**src/rtl/mem_stage_pkg.sv**
```systemverilog
// +----------------------------------------------------------------------------+
// | mem_stage_pkg : opcodes, access-size decode and lane helpers for mem_stage  |
// | Revision      : 1.0                                                        |
// +----------------------------------------------------------------------------+
`default_nettype none

package mem_stage_pkg;

  localparam logic [5:0] OP_R_FORM = 6'h00;
  localparam logic [5:0] OP_LB     = 6'h20;
  localparam logic [5:0] OP_LH     = 6'h21;
  localparam logic [5:0] OP_LW     = 6'h23;
  localparam logic [5:0] OP_LBU    = 6'h24;
  localparam logic [5:0] OP_LHU    = 6'h25;
  localparam logic [5:0] OP_SB     = 6'h28;
  localparam logic [5:0] OP_SH     = 6'h29;
  localparam logic [5:0] OP_SW     = 6'h2B;

  typedef enum logic [1:0] {
    SZ_WORD = 2'd0,
    SZ_HALF = 2'd1,
    SZ_BYTE = 2'd2
  } size_e;

  typedef struct packed {
    logic  is_mem;
    logic  is_load;
    logic  sign;
    size_e size;
  } mem_dec_t;

  function automatic mem_dec_t mem_decode(input logic [5:0] op);
    mem_dec_t d;
    d.is_mem  = 1'b0;
    d.is_load = 1'b0;
    d.sign    = 1'b0;
    d.size    = SZ_WORD;
    case (op)
      OP_LW: begin d.is_mem = 1'b1; d.is_load = 1'b1; end
      OP_SW: d.is_mem = 1'b1;
`ifdef MEM_SUBWORD_EN
      OP_LB:  begin d.is_mem = 1'b1; d.is_load = 1'b1; d.sign = 1'b1; d.size = SZ_BYTE; end
      OP_LBU: begin d.is_mem = 1'b1; d.is_load = 1'b1; d.size = SZ_BYTE; end
      OP_LH:  begin d.is_mem = 1'b1; d.is_load = 1'b1; d.sign = 1'b1; d.size = SZ_HALF; end
      OP_LHU: begin d.is_mem = 1'b1; d.is_load = 1'b1; d.size = SZ_HALF; end
      OP_SB:  begin d.is_mem = 1'b1; d.size = SZ_BYTE; end
      OP_SH:  begin d.is_mem = 1'b1; d.size = SZ_HALF; end
      OP_R_FORM: ;
`else
      // Sub-word opcodes are plain ALU results in the word-only build
      OP_R_FORM, OP_LB, OP_LBU, OP_LH, OP_LHU, OP_SB, OP_SH: ;
`endif
      default: ;
    endcase
    return d;
  endfunction

  function automatic logic misaligned(input size_e size, input logic [1:0] lo);
    case (size)
      SZ_HALF: return lo[0];
      SZ_BYTE: return 1'b0;
      default: return |lo;
    endcase
  endfunction

  function automatic logic [3:0] byte_en(input size_e size, input logic [1:0] lo);
    case (size)
      SZ_HALF: return lo[1] ? 4'b1100 : 4'b0011;
      SZ_BYTE: return 4'b0001 << lo;
      default: return 4'hF;
    endcase
  endfunction

  function automatic logic [31:0] store_lanes(input size_e size, input logic [31:0] d);
    case (size)
      SZ_HALF: return {2{d[15:0]}};
      SZ_BYTE: return {4{d[7:0]}};
      default: return d;
    endcase
  endfunction

endpackage

`default_nettype wire

```
**src/rtl/mem_load_align.sv**
```systemverilog
// +----------------------------------------------------------------------------+
// | mem_load_align : load lane select and sign/zero extension (MEM_SUBWORD_EN) |
// | Revision       : 1.0                                                       |
// +----------------------------------------------------------------------------+
`default_nettype none

module mem_load_align
  import mem_stage_pkg::*;
(
  input  logic [31:0] rdata_i,
  input  logic [1:0]  addr_lo_i,
  input  logic [5:0]  op_i,
  output logic [31:0] data_o
);

  mem_dec_t    w_dec;
  logic [7:0]  w_byte;
  logic [15:0] w_half;
  logic        unused_ok;

  assign w_dec     = mem_decode(op_i);
  assign w_byte    = rdata_i[{addr_lo_i, 3'b000} +: 8];
  assign w_half    = addr_lo_i[1] ? rdata_i[31:16] : rdata_i[15:0];
  assign unused_ok = w_dec.is_mem ^ w_dec.is_load;

  always_comb begin
    data_o = rdata_i;
    case (w_dec.size)
      SZ_BYTE: data_o = {{24{w_dec.sign & w_byte[7]}}, w_byte};
      SZ_HALF: data_o = {{16{w_dec.sign & w_half[15]}}, w_half};
      default: data_o = rdata_i;
    endcase
  end

endmodule

`default_nettype wire

```
**src/rtl/mem_stage.sv**
```systemverilog
// +----------------------------------------------------------------------------+
// | mem_stage : LW/SW data-bus handshake with timeout, ALU pass-through to WB   |
// | Option    : MEM_SUBWORD_EN adds LB/LBU/LH/LHU/SB/SH                         |
// | Revision  : 1.0                                                            |
// +----------------------------------------------------------------------------+
`default_nettype none

module mem_stage
  import mem_stage_pkg::*;
#(
  parameter int TIMEOUT = 15,
  parameter int TO_W    = 8
) (
  input  logic        CLK,
  input  logic        RST,
  input  logic        in_valid,
  input  logic [31:0] Ins,
  input  logic [31:0] Result,
  input  logic [31:0] Rdata2,
  output logic        stall,
  output logic        dmem_req,
  output logic        dmem_we,
  output logic [31:0] dmem_addr,
  output logic [31:0] dmem_wdata,
  output logic [3:0]  dmem_be,
  input  logic        dmem_ack,
  input  logic [31:0] dmem_rdata,
  output logic        wb_valid,
  output logic        wb_load,
  output logic [31:0] wb_data,
  output logic        err_misalign,
  output logic        err_timeout
);

  typedef enum logic [0:0] {
    S_IDLE = 1'b0,
    S_BUS  = 1'b1
  } state_e;

  localparam logic [TO_W-1:0] c_to_last = TO_W'(TIMEOUT - 1);

  state_e            state_q;
  logic              req_q, we_q;
  logic [31:0]       addr_q, wdata_q;
  logic [3:0]        be_q;
  logic [TO_W-1:0]   cnt_q;
  logic              wb_valid_q, wb_load_q, err_mis_q, err_to_q;
  logic [31:0]       wb_data_q;

  mem_dec_t          w_dec;
  logic              w_accept;
  logic              w_misal;
  logic [31:0]       w_load_data;
  logic              unused_ok;

  assign w_dec     = mem_decode(Ins[31:26]);
  assign w_accept  = in_valid & (state_q == S_IDLE);
  assign w_misal   = misaligned(w_dec.size, Result[1:0]);
  assign unused_ok = ^{Ins[25:0], w_dec.sign};

`ifdef MEM_SUBWORD_EN
  logic [5:0] op_q;

  mem_load_align u_load_align (
    .rdata_i   (dmem_rdata),
    .addr_lo_i (addr_q[1:0]),
    .op_i      (op_q),
    .data_o    (w_load_data)
  );

  always_ff @(posedge CLK) begin
    if (RST) begin
      op_q <= '0;
    end else if (w_accept) begin
      op_q <= Ins[31:26];
    end
  end
`else
  assign w_load_data = dmem_rdata;
`endif

  always_ff @(posedge CLK) begin
    if (RST) begin
      state_q    <= S_IDLE;
      req_q      <= 1'b0;
      we_q       <= 1'b0;
      addr_q     <= '0;
      wdata_q    <= '0;
      be_q       <= '0;
      cnt_q      <= '0;
      wb_valid_q <= 1'b0;
      wb_load_q  <= 1'b0;
      wb_data_q  <= '0;
      err_mis_q  <= 1'b0;
      err_to_q   <= 1'b0;
    end else begin
      wb_valid_q <= 1'b0;
      wb_load_q  <= 1'b0;
      err_mis_q  <= 1'b0;
      err_to_q   <= 1'b0;
      case (state_q)
        S_IDLE: begin
          if (w_accept) begin
            if (!w_dec.is_mem) begin
              wb_valid_q <= 1'b1;
              wb_data_q  <= Result;
            end else if (w_misal) begin
              err_mis_q <= 1'b1;
            end else begin
              state_q <= S_BUS;
              req_q   <= 1'b1;
              we_q    <= ~w_dec.is_load;
              addr_q  <= Result;
              wdata_q <= store_lanes(w_dec.size, Rdata2);
              be_q    <= byte_en(w_dec.size, Result[1:0]);
              cnt_q   <= '0;
            end
          end
        end
        S_BUS: begin
          // An ack on the last allowed cycle completes the access rather than timing out
          if (dmem_ack) begin
            state_q    <= S_IDLE;
            req_q      <= 1'b0;
            cnt_q      <= '0;
            wb_valid_q <= 1'b1;
            wb_load_q  <= ~we_q;
            wb_data_q  <= we_q ? 32'h0 : w_load_data;
          end else if (cnt_q == c_to_last) begin
            state_q  <= S_IDLE;
            req_q    <= 1'b0;
            cnt_q    <= '0;
            err_to_q <= 1'b1;
          end else begin
            cnt_q <= cnt_q + 1'b1;
          end
        end
        default: state_q <= S_IDLE;
      endcase
    end
  end

  assign stall        = (state_q == S_BUS);
  assign dmem_req     = req_q;
  assign dmem_we      = we_q;
  assign dmem_addr    = addr_q;
  assign dmem_wdata   = wdata_q;
  assign dmem_be      = be_q;
  assign wb_valid     = wb_valid_q;
  assign wb_load      = wb_load_q;
  assign wb_data      = wb_data_q;
  assign err_misalign = err_mis_q;
  assign err_timeout  = err_to_q;

endmodule

`default_nettype wire

```
**config.mk**
```make
export PLATFORM = sky130hd
export DESIGN_NAME = mem_stage
export DESIGN_NICKNAME = d
export VERILOG_FILES = /design/src/rtl/mem_stage_pkg.sv /design/src/rtl/mem_load_align.sv /design/src/rtl/mem_stage.sv
export SDC_FILE = /design/constraint.sdc
export NUM_CORES = 1
export LEC_CHECK = 0
export CORE_MARGIN = 10
export CORE_UTILIZATION = 35
export CTS_CLUSTER_SIZE = 28
export DETAILED_ROUTE_END_ITERATION = 6
export PLACE_DENSITY = 0.76
export SETUP_SLACK_MARGIN = 0.3
export SYNTH_ARGS = -nofsm -noshare
export SYNTH_HDL_FRONTEND = slang
export SYNTH_SLANG_ARGS = --single-unit
```
**constraint.sdc**
```tcl
create_clock -name CLK -period 1.6 [get_ports CLK]
set_input_delay 0.32 -clock CLK [delete_from_list [all_inputs] [get_ports CLK]]
set_output_delay 0.32 -clock CLK [all_outputs]
set_load 0.02 [all_outputs]
```
==> results.toml <==
[pwr]
ir_drop_mv = 0.494
power_density_nw_per_um2 = 743
leakage_nw = 3.18

[critical_path]
crit_cells = 8
end_kind = "flip-flop"
slowest_delay_ns = 0.37
crit_chain = "buf_8 > nor3_4 > and4_4 > buf_12 > buf_12 > buf_16 > nand2_4 > a21oi_2"
crit_required_ns = 1.88
path_max_fanout = 7
path_class = "flip-flop to flip-flop"
cp.buffers_inverters = 4
start_kind = "flip-flop"
crit_slowest_cell = "dfxtp_4"
cp_top_family = "buffers and inverters"
worstPathArrival_ns = 1.88
ff2ff_path_depth = 8
path_common_cell = "buf_12"

[run]
cap_violations = 0

[finish]
fill_cells = 934
final_cell_mix = "dfxtp_1, clkdlybuf4s50_1, buf_2"
syn2layout_area_growth_pct = 86.8
stdcell_count = 929
final_util_pct = 67.0
fin_nets = 889
layout_commonest_cell = "dfxtp_1"
final_area_um2 = 8080
drive_above_1_share_pct = 44.5

[placed_design]
routabilityCongestion = 0.834
dp_cells = 876
post-place-ws_ns = -0.442
dpl.hpwl_um = 12200
portBuffers = 212
dpl_cell_area_um2 = 6980

[yosys]
synth-simple-area-share_pct = 16.7
syn_area_per_cell_um2 = 8.47
synth_ff_type = "dfxtp_1"
synthCells = 511
synth_compound_area_share_pct = 23.1
yosys.area_share.adder_pct = 0.578
synth.area.top_cells = "dfxtp_1, nand2_1, a21oi_1"
synth_top_area_share_pct = 51.8
synthXorXnorAreaFrac_pct = 0
yosysWarnings = 0
mappedNetlistNets = 645
synth_edf_count = 0
synth_top_family_by_area = "compound AO/OA/AOI/OAI gates"
synth_area_um2 = 4330
synthMuxAreaShare_pct = 0
ys_seq_elements = 112
synth_cell_types = 32
ys_seq_area_share_pct = 51.8
synthArstFlopShare_pct = 0
synth_top_cell_by_area = "dfxtp_1"

[clock_network]
htreeDepth = 3
cts_hold_buffers = 0
cts_tree = "built"
cts.path.max_buffers = 2
cts_root_buf = "clkbuf_16"
clkTransAtPathRegs_ns = 0.07
clock_latency_ns = 0.36
clock-sinks = 112
numCtsBuffers = 9

[timing]
skew_ns = 0.00634
rsz0062_at_grt = "true"
max_freq_mhz = 624
max-slew-margin-rel_pct = 50.6
slew_violations = 0
finalHoldViolCount = 0
tightest_slew_ns = 0.741
period_minus_slack_ns = 1.60
setup_viol = 1
finalCritPeriodShare_pct = 100
hold_slack_ns = 0.335
setup_ws_ns = -0.00237

[routing]
routed_wl_um = 19900
num_vias = 5012
vias_per_cell = 5.40
dr.pass1.iters = 7
final_antenna_net_count = 0
drt_iter0_drc = 463
remaining_drc_errors = 1
wire_per_inst_um = 21.4

[global_route]
grtUsageMet3_pct = 7.16
grt_max_degree = 58
overflow = 0
grt_pass1_vias = 5145
grt_busiest_layer = "met2"
antenna_found_initial = 1
grt_use_met1_pct = 23.4
grtUsageTotal_pct = 21.2
met2_usage_pct = 37.0
grt_pass1_wl_um = 29400

[worst_hold_path]
hold_class = "input pin to flip-flop"
holdPathStages = 4

[floorplan]
initial_core_util_pct = 35.9
die_area_um2 = 17200
rows = 40
fp.coreArea_um2 = 12100
die_width_um = 131
die_h_um = 131
io_pins = 239

[status]
status = "complete, but fails checks"
violations = "design-rule violations, negative setup slack"
[synthesized netlist by cell type, types with 2 or more instances]
library cell / count
clkbuf_1: 31
inv_1: 34
nor2_1: 8
a211oi_1: 32
buf_4: 3
a222oi_1: 32
and2_1: 2
o21ai_0: 5
nor4_1: 2
or3_1: 3
nor3b_1: 2
dfxtp_1: 112
nor3_1: 2
buf_2: 13
nand2_1: 130
nand3_1: 6
or4_1: 2
o31ai_1: 4
ha_1: 2
nand3b_1: 3
nand4_1: 4
a21oi_1: 69
[power breakdown]
| group | switching, mW | internal (mW) |
|---|---|---|
| registers | 0.0331 | 2.85 |
| clock network | 1.05 | 1.21 |
| logic | 0.404 | 0.455 |
[repair_timing]
item / CTS / global route
setup endpoints to repair: 217 / 170
pin swaps: 25 / 77
gates resized for setup: 403 / 215
buffers inserted: 14 / 3
cloned: 17 / 2
[through the flow]
step,power [mW],TNS [ns]
after floorplan,3.27,0
after global placement,3.75,-36.40
after detailed placement,3.76,-40.74
after CTS,6.02,0
after global routing,6.19,-1.03
final,6.00,-0.00237
[cells by family after synthesis]
logic type | count (synthesis)
flip-flops | 112
buffers and inverters | 82
AND/OR/NAND/NOR | 169
AO/OA/AOI/OAI | 146
adder cells (fa/ha/maj) | 2
[layout make-up]
cell class	instances	area, um^2	share of cell area (%)
diodes	1	2.50	0.0310
multi-input cells	317	2430	30.1
clock inverters	6	60.1	0.743
repair buffers	280	2760	34.2
flip-flops and latches	112	2250	27.8
clock buffers	10	229	2.83
well taps	168	210	2.60
inverters	35	136	1.69
[registers in the layout, summed over array words and instances (netlist names)]
register / cells
dmem_be: 1
cnt_q: 8
err_timeout: 1
dmem_wdata: 32
err_misalign: 1
dmem_req: 1
stall: 1
wb_load: 1
dmem_we: 1
wb_valid: 1
wb_data: 32
dmem_addr: 32
[routing by layer]
metal  wire length (um)  part of all wire [%]
met2              10000                    50
met3               1750                   8.8
met4                546                   2.7
met5                  0                     0
met1               7580                    38
[tightest hold or removal path, delay by kind of cell]
kind	cells	cell delay, ns
and+or+nand+nor	2	0.18
buffers and inverters	1	0.10
AOI/OAI and AO/OA	1	0.04
[worst paths after layout]
path	startpoint	to	slack (ns)
max	stall	dmem_addr[3]	-0.002
min	RST	cnt_q[0]	0.33
min reg2reg	dmem_wdata[23]	dmem_wdata[23]	0.45
max reg2reg	stall	dmem_addr[3]	-0.002
(Power assumes the default switching activity.)
==> RTL change 1 (same flow settings) <==
Build with the macro `MEM_SUBWORD_EN` defined.
--- a/src/rtl/mem_stage_pkg.sv
+++ b/src/rtl/mem_stage_pkg.sv
@@ -3,6 +3,8 @@
 // | Revision      : 1.0                                                        |
 // +----------------------------------------------------------------------------+
 `default_nettype none
+
+`define MEM_SUBWORD_EN
 
 package mem_stage_pkg;
 
Behaviour: not the same (Yosys sat finds a counterexample within 4 cycles, from zero or initial values and one cycle with RST high).
==> RTL change 1 against the original RTL <==
  * The flow finishes with violations (negative setup slack)
  * Setup slack worse by 0.49 ns
  * Routed wire length up 37%
  * Final area is 40% higher
  * Worst hold slack got worse by 0.20 ns
  * Synthesized area grew 37%
  * Core utilization rose by 1.0 points
  * Power increased by 43%
  * Sequential cell count rose by 9
  * Non-clock buffer count rose by 75
  * Maximum frequency fell by 24%
==> RTL change 1: results (changes against the original RTL) <==
Parameter                              Value

STA
  Tightest slew margin relative to the limit    0.732 (was 0.506)
  Final Setup Violations    111 (was 1)
  Final worst clock skew    0.00570 ns (was 0.00634 ns)
  Post-layout worst setup margin    -0.496 ns (was -0.00237 ns)

Global routing
  Aggregate global-route resource usage    0.220 (was 0.212)
  First-pass GRT wire length    39,100 microns (was 29,400 microns)
  Vias in the first global route    7,067 (was 5,145)

Run status
  Violations in the final reports    negative setup slack (was design-rule violations, negative setup slack)
  Status    finished, violations left (unchanged)

Setup path
  Highest cell delay on the worst timing path    0.33 ns (was 0.37 ns)
  Data arrival time of the critical path    2.41 ns (was 1.88 ns)
  Cell family with the largest share of critical-path delay    simple AND/OR/NAND/NOR gates (was buffers and inverters)

Clock network
  Number of clock buffers inserted by TritonCTS    17 (was 9)

Synthesis
  Commonest cells in the netlist    125 x nand2_1, 121 x dfxtp_1, 112 x a21oi_1 (was 130 x nand2_1, 112 x dfxtp_1, 69 x a21oi_1)
  Synth Area per Inst    7.78 sq um (was 8.47 sq um)
  Top cells by area in the synthesized netlist    dfxtp_1 41%, a21oi_1 9.4%, nand2_1 7.9%, o21ai_0 4.9%, nor2_1 4.2% (was dfxtp_1 52%, nand2_1 11%, a21oi_1 8.0%, a222oi_1 7.4%, a211oi_1 5.6%)
  Proportion of synthesized chip area in sequential cells    0.407 (was 0.518)
  Number of distinct library cells after synthesis    62 (was 32)
  Synth Net Count    902 (was 645)
  Area share of fa/ha/maj cells after synthesis    0.0126 (was 0.00578)

Routing
  Initial detailed-routing violation count    497 (was 463)
  Pre-antenna DRT Iters    5 (was 7)
  DRT Wirelength    27,300 microns (was 19,900 microns)

Placement
  Last weighted congestion value of the routability-driven placer    0.901 (was 0.834)
  Total half-perimeter wirelength after legalization and detailed placement    16,700 microns (was 12,200 microns)

Power
  Worst IR drop on VDD    728 uV (was 494 uV)
  Cell leakage power    0.00457 uW (was 0.00318 uW)

Cells and area
  Antenna diode instance count    0 (was 1)
[RTL change 1: cell types whose count changed in the layout (fill, tap and decap cells not counted), moves of 33 or more]
cell	delta
buf_4	+86
nand2_1	-40
nand2_4	+33
nor2_1	+49
o21ai_0	+33
[RTL change 1: layer usage]
layer	vias up	GRT usage	routed length, microns
met5	-	0	0
met4	0	0.0637	678
met3	51	0.0774	2740
met2	334	0.360	13100
met1	3406	0.268	10700
li1	3309	-	-
[RTL change 1: repair_timing]
action                                  CTS  global route
hold buffers                              0             0
cloned                                   13             1
setup buffers                            32             3
endpoints found under the setup margin  220           145
pin swaps                               121            83
resized for setup                       675           203
[RTL change 1: area by class of cell]
| type | count | area (sq um) |
|---|---|---|
| multi-input cells | 556 | 4450 |
| well taps | 220 | 275 |
| flip-flops and latches | 121 | 2460 |
| inverters | 27 | 101 |
| clock buffers | 23 | 478 |
| clock inverters | 8 | 95.1 |
| repair buffers | 355 | 3460 |
| fillers | 1207 | 5320 |
[RTL change 1: final timing paths]
path                        startpoint                       to  slack, ns  cells past startpoint
setup / recovery  op_q[1]$_SDFFE_PP0P_  wb_data[2]$_SDFFE_PP0P_      -0.50                     10
hold / removal                 Ins[31]     op_q[5]$_SDFFE_PP0P_       0.14                      3
setup reg to reg  op_q[1]$_SDFFE_PP0P_  wb_data[2]$_SDFFE_PP0P_      -0.50                     10
hold reg to reg   op_q[5]$_SDFFE_PP0P_     op_q[5]$_SDFFE_PP0P_       0.46                      2
[RTL change 1: where the power goes]
part	internal, uW	switching (uW)
clock	2400	1400
sequential	3120	63.7
combinational	780	845
[RTL change 1: per-stage QoR]
step / instance area [sq um] / hold WS (ns)
global route: 11300 / 0.127
CTS: 10600 / 0.149
floorplan: 6250 / 0.432
detailed placement: 9120 / 0.446
global placement: 9120 / 0.442
finish: 11300 / 0.136
==> RTL change 2 (config.mk and constraints unchanged) <==
Without the edit above. Put one more register stage on the output `err_timeout`, with the module's reset. The value now appears one clock later. The other outputs are not delayed to match.
--- a/src/rtl/mem_stage.sv
+++ b/src/rtl/mem_stage.sv
@@ -150,7 +150,13 @@
   assign wb_load      = wb_load_q;
   assign wb_data      = wb_data_q;
   assign err_misalign = err_mis_q;
-  assign err_timeout  = err_to_q;
+  always_ff @(posedge CLK) begin
+    if (RST) begin
+      err_timeout <= '0;
+    end else begin
+      err_timeout <= err_to_q;
+    end
+  end
 
 endmodule
 
Formal check against the unedited RTL: same outputs for any inputs over 4 cycles, from zero or initial values and one cycle with RST high; that may be too few to reach the edited logic, so the function may still have changed.
==> RTL change 2 against the original RTL <==
  * Setup slack improved by 0.053 ns
  * Final area increased by 1.6%
  * Global-route usage decreased by 3.0 points
  * Power increased by 21%
  * Largest cell class unchanged
  * Sequential cell count increased by 1
  * Die area increased by 7.4%
  * First-iteration DRC count decreased by 56%
  * Non-clock buffer count decreased by 3
  * Routed wire length decreased by 10%
  * Synthesized area increased by 8.7%
  * Highest routed layer unchanged
==> RTL change 2: results (changes against the original RTL) <==
Parameter                              Value

Global routing
  First-pass GRT wire length    26,700 microns (was 29,400 microns)

Cells and area
  Antenna diode instance count    0 (was 1)
  Layout cell share with drive strength beyond 1    0.405 (was 0.445)

Synthesis
  Mux cell area share after synthesis    0.138 (was 0)
  Area share of fa/ha/maj cells after synthesis    0.00532 (was 0.00578)
  Area fraction in compound gates after synthesis    0.144 (was 0.231)
  Top cells by area in the synthesized netlist    dfxtp_1 48%, mux2i_1 14%, a211oi_2 8.0%, nor2_1 5.3%, nor2b_1 4.8% (was dfxtp_1 52%, nand2_1 11%, a21oi_1 8.0%, a222oi_1 7.4%, a211oi_1 5.6%)
  Commonest cells in the netlist    113 x dfxtp_1, 67 x nor2_1, 65 x mux2i_1 (was 130 x nand2_1, 112 x dfxtp_1, 69 x a21oi_1)
  Proportion of synthesized chip area in sequential cells    0.481 (was 0.518)
  Number of distinct library cells after synthesis    43 (was 32)

Setup path
  Worst flop-to-flop path endpoint    cnt_q[6]$_SDFFE_PP0P_ (was dmem_addr[3]$_SDFFE_PP0P_)
  Setup slack of the worst register-to-register path    0.05 ns (was -0.002 ns)
  Cell family with the largest share of critical-path delay    simple AND/OR/NAND/NOR gates (was buffers and inverters)
  Cell with the largest stage delay on the worst path    or4_4 (was dfxtp_4)

Power
  Cell internal pwr    5510 uW (was 4510 uW)
  Power of the sequential group    2930 uW (was 2880 uW)
  Switching Power    1730 uW (was 1490 uW)
  Combinational cell power    955 uW (was 860 uW)
  Worst IR drop on VDD    599 uV (was 494 uV)

Clock network
  Number of levels in the clock H-tree    4 (was 3)
  Number of clock buffers inserted by TritonCTS    17 (was 9)
  Clock transition at the registers of the reported paths    0.05 ns (was 0.07 ns)
  Skew-Pair Late Insertion Delay    0.41 ns (was 0.36 ns)

Placement
  Last weighted congestion value of the routability-driven placer    0.864 (was 0.834)
  Total half-perimeter wirelength after legalization and detailed placement    11,800 microns (was 12,200 microns)

Run status
  Status    finished, final reports clean (was finished, violations left)

STA
  Final worst clock skew    0.00722 ns (was 0.00634 ns)
  Least-Margin Pin Slew    0.541 ns (was 0.741 ns)

Routing
  DRT Wirelength    17,800 microns (was 19,900 microns)
  Initial detailed-routing violation count    205 (was 463)
  Total number of vias    4,612 (was 5,012)
  Pre-antenna DRT Iters    5 (was 7)
==> RTL change 2: repair_timing <==
item,CTS,global route
setup buffers,9,3
cloned,11,3
setup endpoints to repair,215,119
gates resized for setup,502,65
pin swaps,18,26
endpoints found under the hold margin,0,0
==> RTL change 2: worst min path at each step <==
stage,startpoint,to,cells past startpoint
2_1_floorplan,err_to_q$_SDFF_PP0_,err_timeout$_SDFF_PP0_,1
3_3_place_gp,err_to_q$_SDFF_PP0_,err_timeout$_SDFF_PP0_,1
3_5_place_dp,err_to_q$_SDFF_PP0_,err_timeout$_SDFF_PP0_,1
4_1_cts,RST,err_to_q$_SDFF_PP0_,3
5_1_grt,RST,err_to_q$_SDFF_PP0_,3
6_report,RST,err_to_q$_SDFF_PP0_,3
==> RTL change 2: worst min-delay path, delay by kind of cell <==
kind          cells  cell delay [ns]
simple gates      2             0.18
buf+inv           1             0.09
==> RTL change 2: stage by stage <==
| step | instances | hold slack [ns] | area (sq um) |
|---|---|---|---|
| finish | 919 | 0.236 | 8210 |
| global route | 919 | 0.235 | 8210 |
| CTS | 913 | 0.218 | 7850 |
| detailed placement | 863 | 0.426 | 7220 |
| global placement | 863 | 0.439 | 7220 |
| floorplan | 477 | 0.414 | 4810 |
==> RTL change 2: area by class of cell <==
class                      count  area [sq um]
fill                        1074          4980
tap                          176           220
multi-input combinational    319          2580
timing repair buffer         277          2600
clock inverter                 7          35.0
sequential                   113          2270
clock buffer                  23           488
inverter                       4          15.0
==> RTL change 2: layer usage <==
metal	global-route usage	wire, microns	up-vias
met5	0	0	-
met4	0.0675	287	0
met3	0.0812	1690	26
met2	0.309	8930	175
met1	0.197	6940	2229
li1	-	-	2182
